**config.mk**
```make
export PLATFORM = sky130hd
export DESIGN_NAME = nibble_sum_seq
export DESIGN_NICKNAME = d
export VERILOG_FILES = /design/src/rtl/nibble_sum_seq_pkg.sv /design/src/rtl/nibble_sum_seq.sv
export SDC_FILE = /design/constraint.sdc
export NUM_CORES = 1
export LEC_CHECK = 0
export BUFFER_PORTS_ARGS = -buffer_cell sky130_fd_sc_hd__buf_4
export CORE_ASPECT_RATIO = 0.75
export CORE_MARGIN = 3
export CORE_UTILIZATION = 30
export CTS_CLUSTER_SIZE = 40
export DETAILED_ROUTE_END_ITERATION = 7
export PLACE_DENSITY_LB_ADDON = 0.15
export SYNTH_ARGS = -nofsm -noshare
export SYNTH_HDL_FRONTEND = slang
export SYNTH_SLANG_ARGS = --single-unit
```
**constraint.sdc**
```tcl
create_clock -name clk -period 2.1 [get_ports clk]
set_clock_uncertainty 0.1 [all_clocks]
set_input_delay 0.315 -clock clk [delete_from_list [all_inputs] [get_ports clk]]
set_output_delay 0.315 -clock clk [all_outputs]
set_load 0.05 [all_outputs]
```
**src/rtl/nibble_sum_seq_pkg.sv**
```systemverilog
// Shared types and constants for the nibble-sum sequencer that drives the data_cal stage.
package nibble_sum_seq_pkg;

  localparam int WORD_W = 16;
  localparam int SUM_W  = 5;
  localparam int SEL_W  = 2;
  localparam int CNT_W  = 8;
  localparam int RES_W  = 3 * SUM_W;

  typedef enum logic [2:0] {
    IDLE,
    LOAD,
    S1,
    S2,
    S3,
    DONE
  } state_t;

  localparam logic [SEL_W-1:0] SEL_LOAD = 2'd0;
  localparam logic [SEL_W-1:0] SEL_S1   = 2'd1;
  localparam logic [SEL_W-1:0] SEL_S2   = 2'd2;
  localparam logic [SEL_W-1:0] SEL_S3   = 2'd3;

  function automatic logic [RES_W-1:0] pack_sums(
    input logic [SUM_W-1:0] s3,
    input logic [SUM_W-1:0] s2,
    input logic [SUM_W-1:0] s1
  );
    return {s3, s2, s1};
  endfunction

endpackage

```
**src/rtl/nibble_sum_seq.sv**
```systemverilog
// Sequences one accepted word through three data_cal nibble-sum operations and
// presents the packed sums with a valid/ready handshake.
module nibble_sum_seq
  import nibble_sum_seq_pkg::*;
(
  input  logic               clk,
  input  logic               rst,
  input  logic               in_valid,
  input  logic [WORD_W-1:0]  in_data,
  output logic               in_ready,
  output logic [WORD_W-1:0]  d,
  output logic [SEL_W-1:0]   sel,
  input  logic [SUM_W-1:0]   cal_out,
  input  logic               cal_valid,
  output logic               res_valid,
  input  logic               res_ready,
  output logic [RES_W-1:0]   res_data,
  output logic [CNT_W-1:0]   res_cnt,
  output logic               err
);

  state_t              state;
  state_t              state_next;
  logic [WORD_W-1:0]   word_q;
  logic [SUM_W-1:0]    sum1;
  logic [SUM_W-1:0]    sum2;
  logic [SUM_W-1:0]    sum3;
  logic                accept;
  logic                res_fire;
  logic                in_calc;

  assign in_ready  = (state == IDLE) || ((state == DONE) && res_ready);
  assign res_valid = (state == DONE);
  assign accept    = in_valid && in_ready;
  assign res_fire  = res_valid && res_ready;
  assign in_calc   = (state == S1) || (state == S2) || (state == S3);
  assign d         = word_q;
  assign res_data  = pack_sums(sum3, sum2, sum1);

  // NOTE: every output of this block gets a default first so no path through
  // the case statement can leave a signal unassigned and infer a latch.
  always_comb begin
    state_next = state;
    sel        = SEL_LOAD;
    case (state)
      IDLE: if (accept) state_next = LOAD;
      LOAD: state_next = S1;
      S1: begin
        sel        = SEL_S1;
        state_next = S2;
      end
      S2: begin
        sel        = SEL_S2;
        state_next = S3;
      end
      S3: begin
        sel        = SEL_S3;
        state_next = DONE;
      end
      DONE: begin
        if (res_ready) state_next = in_valid ? LOAD : IDLE;
      end
      default: state_next = IDLE;
    endcase
  end

  // NOTE: sequential state uses non-blocking assignments so every register
  // samples pre-edge values regardless of statement order.
  always_ff @(posedge clk) begin
    if (rst) begin
      state   <= IDLE;
      word_q  <= '0;
      sum1    <= '0;
      sum2    <= '0;
      sum3    <= '0;
      res_cnt <= '0;
      err     <= 1'b0;
    end else begin
      state <= state_next;
      if (accept) word_q <= in_data;
      case (state)
        S1:      sum1 <= cal_out;
        S2:      sum2 <= cal_out;
        S3:      sum3 <= cal_out;
        default: ;
      endcase
      // The sum is still stored when data_cal misses its valid; err flags it.
      if (in_calc && !cal_valid) err <= 1'b1;
      if (res_fire) res_cnt <= res_cnt + 8'd1;
    end
  end

endmodule

```
## Word-level counts from Yosys, hierarchy flattened

Index checks and enable logic that the tools add are counted.

- Word-level logic and storage cells: 29
- Bits of input ports: 26
- Output and inout bits: 44
- Register bits after elaboration: 43

- Multiplexer cells: 5
- Reductions and logical operators: 9
- $add $sub $neg: 1
- Eq/ne operators: 7

Operators with widths:

| kind | count |
|---|---|
| case mux 3 bit (6 select lines) | 1 |
| adder 8 x 1 -> 8 bit, second input constant | 1 |
| equality test 3 x 2 -> 1 bit, second input constant | 2 |
| equality test 3 bit, second input constant | 2 |
| 2-to-1 mux 3 bit | 2 |
| case mux 2 bit (3 select lines) | 1 |
| equality test 3 x 1 -> 1 bit, second input constant | 1 |
| logical AND 1 bit | 3 |
| logical NOT 3 bit | 1 |
| logical OR 1 bit | 3 |
| inequality test 2 x 1 -> 1 bit, second input constant | 1 |
| inequality test 2 bit, second input constant | 1 |
| AND reduction 2 bit | 1 |
| logical NOT 1 bit | 1 |
| 2-to-1 mux 1 bit | 1 |

## Longest topological paths before layout

- Depth after elaboration: 6
- Gate-level depth with buffers: 6

## Worst setup path after synthesis

OpenSTA, ideal clock, no wires.

- Kind: reg2out
- Start point: reg state[2]
- End point: out res_valid
- Path slack: 0.041 ns
- Data required time: 1.685 ns
- Buffers on the path: 1
- Arrival: 1.644 ns
- Cell stages (with the launch flop): 4
- Cell sequence: dfxtp_1 > buf_6 > inv_1 > nor3b_1

- Longest elaborated chain between the ends: 1

Ends and longest elaborated chain:

| item | RTL line | source |
|---|---|---|
| start, declared | nibble_sum_seq.sv:22 | `state_t state;` |
| start signal, assigned | nibble_sum_seq.sv:79 | `state <= state_next;` |
| equality test 3 bit | nibble_sum_seq.sv:33 | `assign res_valid = (state == DONE);` |
| end, declared | nibble_sum_seq.sv:15 | `output logic res_valid,` |

Every way passes these cells.

## Worst setup path after layout

- Start point: reg state[0]
- End point: out in_ready

- Longest elaborated chain between the ends: 3
- Elaborated cells between the ends (all ways): 4

Ends and longest elaborated chain:

| item | RTL line | source |
|---|---|---|
| equality test 3 bit | nibble_sum_seq.sv:32 | `assign in_ready = (state == IDLE) \|\| ((state == DONE) && res_ready);` |
| logical AND 1 bit | nibble_sum_seq.sv:32 |  |
| logical OR 1 bit (*) | nibble_sum_seq.sv:32 |  |
| end, declared | nibble_sum_seq.sv:10 | `output logic in_ready,` |

Every way passes the cells marked *; elsewhere a longest branch is shown, timed or not.

==> flow_summary_export.csv <==
group,metric,value,unit
synthesis,synthesis.area,1880,sq um
grt,gr-total-overflow,0,
worst_setup_path,crit_path_top_delay_cell,"dfxtp_1",
placed_design,gp_congestion,0.708,
grt,grt_start_max_net_pins,61,
worst_setup_path,worstPathArrival,1.51,ns
worst_setup_path,cp_num_buf_inv,1,
clocking,clkTransAtPathRegs,0.08,ns
floorplan,core,5950,sq um
worst_setup_path,end_kind,"output port",
final_layout,layout.nets,282,
synthesis,synthesis.nets,214,
final_layout,final_util,0.425,
timing,rsz0062_at_grt,"false",
placed_design,port_buffers,69,
floorplan,die_h,74.5,um
synthesis,synth_top_family_by_area,"simple AND/OR/NAND/NOR gates",
route,wl,4.07,mm
synthesis,synth_cells,187,
worst_setup_path,timing.rr.start,"state[0]$_SDFFE_PP0P_",
pwr,peakVddDrop,0.000269,V
outcome,status,"complete, no violations",
route,wl_per_cell,12.2,um
clocking,cts_hold_buf,0,
timing,period_needed,1.93,ns
worst_setup_path,cp_cell_sequence,"nand4b_4, nand2_1, buf_4",
clocking,post_cts_buffers,0,
worst_setup_path,ff2ff_path_depth,3,
timing,finalSetupViolations,0,
worst_setup_path,critPathTopFamily,"flip-flops",
synthesis,ys_seq_elements,43,
final_layout,layout-drive-gt1-share,0.341,
grt,grt_pass1_wl,6.42,mm
pwr,leakage,1.15,nW
run,max_cap_viol_count,0,
synthesis,yosysTopAreaCell,"dfxtp_1",
clocking,clk_latency,0.29,ns
synthesis,ys_seq_area_frac,0.458,
worst_setup_path,r2r-end,"res_cnt[7]$_SDFFE_PP0P_",
worst_setup_path,setup.worst_path.end,"in_ready",
floorplan,die_w,97.4,um
timing,max_freq,0.519,GHz
synthesis,synth-simple-area-share,0.241,
synthesis,synth.area.mux_share,0.177,
clocking,cts.repair.resized,0,
final_layout,num_antenna_cells,0,
timing,worstMarginPinSlew,0.486,ns
synthesis,yosysWarnings,0,
synthesis,synth_xor_area_frac,0.00933,
final_layout,fin_cells,333,
floorplan,ios,70,
clocking,h-tree-depth,2,
timing,max_slew_margin,0.676,
grt,antenna_found_initial,0,
worst_setup_path,crit_path_max_fanout,15,
grt,first_global_vias,1329,
worst_setup_path,crit_cells,3,
clocking,cts_buffers,5,
pwr,total_power,1.95,mW
timing,report.final.slew_viol_count,0,
synthesis,synth_adder_area_share,0.00666,
placed_design,hpwl,2.93,mm
worst_setup_path,rrSetupSlack,0.31,ns
synthesis,synth_top_area_share,0.458,
clocking,cts.sinks,43,
worst_setup_path,startpoint_type,"flop",
route,drt-initial-drc-count,26,
worst_setup_path,worstSetupPathType,"reg -> out",
timing,fin_tns_setup,0,ns
synthesis,synth_compound_area_frac,0.0566,
grt,grt_usage,0.110,
pwr,power_density,771,nW/um^2
synthesis,synth.distinct_cells,33,
placed_design,dp.cells,326,
clocking,cts_root_buf,"clkbuf_8",
timing,hold_viol,0,
worst_setup_path,slowest_delay,0.57,ns
synthesis,avgSynthCellArea,10.0,sq um
route,vias,1472,
timing,period_share,0.917,
worst_setup_path,worstPathRequired,1.68,ns
route,dr.pass1.iters,4,
route,avgViaCountPerCell,4.42,
final_layout,postLayoutCellArea,2520,sq um
route,drtAntennaViolNets,0,
placed_design,post_dp_cell_area,2440,sq um
route,route.detailed.drc,0,
floorplan,die-area,7260,sq um
floorplan,start_util,0.316,
floorplan,rows,24,
clocking,cts_tree,"done",
worst_setup_path,startpoint,"state[0]$_SDFFE_PP0P_",
final_layout,syn_to_final_growth,34.4,%
clocking,clock_path_buffers,2,
synthesis,ys_top_cells_by_area,"dfxtp_1, mux2i_1, nand2b_1",
worst_hold_path,min_path_type,"in -> reg",
report_power, final:
group / internal (mW) / switching, mW / leakage [nW]
Combinational: 0.196 / 0.312 / 0.750
Sequential: 0.867 / 0.0418 / 0.350
Clock: 0.258 / 0.271 / 0.0470
Total: 1.32 / 0.625 / 1.15
cell usage after synthesis (all sizes together):
library cell	number
dfxtp	43
ha	1
or2	1
mux2i	32
nand3b	2
nor2	18
o31ai	2
or4	2
xnor2	1
buf	7
nand2b	33
nor4	1
mux2	1
nand2	4
or3	4
nand3	3
nor3b	3
nor3	1
o21bai	2
xor2	1
nand4b	1
inv	3
a21boi	1
clkbuf	5
nor2b	1
a21oi	9
and2b	1
o21ai	4
worst reg2reg max path, stage by stage, from the launching register on:
cell and delay (ns):
dfxtp_1 0.57, nand4b_4 0.27, nor4_1 0.37, mux2_2 0.37
placed cells by master (no fill, tap or decap), types with 3 or more instances in the layout:
cell type / instances
a21oi_1: 9
nor2_1: 18
inv_1: 3
buf_4: 73
o21ai_0: 4
nand2_1: 4
mux2i_1: 32
or3_1: 3
nand3_1: 3
nand2b_1: 33
clkbuf_8: 6
dfxtp_1: 43
kinds of logic after synthesis:
group / after synthesis
buffers and inverters: 15
multiplexers: 33
AND/OR/NAND/NOR: 75
flip-flops: 43
AO/OA/AOI/OAI: 18
XOR/XNOR: 2
adder cells (fa/ha/maj): 1
final cells by class:
cell class / instances / area, sq um
multi-input cells: 129 / 920
repair buffers: 73 / 548
clock buffers: 6 / 82.6
inverters: 3 / 11.3
fillers: 633 / 3420
clock inverters: 1 / 5.00
well taps: 78 / 97.6
flip-flops and latches: 43 / 861
per-layer routing:
| metal | GRT usage | vias to the layer above | part of all wire |
|---|---|---|---|
| met5 | 0 | - | 0 |
| met1 | 0.151 | 654 | 0.50 |
| met3 | 0.0431 | 7 | 0.078 |
| met4 | 0.0415 | 0 | 0.012 |
| li1 | - | 768 | - |
| met2 | 0.156 | 43 | 0.41 |
registers in the layout, indices dropped and copies added, names as in the netlist:
register	flops
res_cnt	8
sum2	5
sum1	5
state	3
err	1
d	16
sum3	5
stage by stage:
stage / setup WS, ns / hold slack, ns
3_3_place_gp: 0.362 / 0.337
6_report: 0.174 / 0.174
5_1_grt: 0.0648 / 0.178
4_1_cts: 0.150 / 0.164
2_1_floorplan: 0.0406 / 0.359
3_5_place_dp: 0.343 / 0.338
how the worst min path moves through the flow:
stage                           from              endpoint  cells after the start
detailed placement  err$_SDFFE_PP0P_      err$_SDFFE_PP0P_                      2
finish                    cal_out[1]  sum2[1]$_SDFFE_PP0N_                      3
global route              in_data[5]     d[5]$_SDFFE_PP0P_                      3
global placement    err$_SDFFE_PP0P_      err$_SDFFE_PP0P_                      2
floorplan                 cal_out[0]  sum2[0]$_SDFFE_PP0N_                      2
CTS                       cal_out[1]  sum2[1]$_SDFFE_PP0N_                      3
Note: power is estimated with default switching activity, not from simulation.
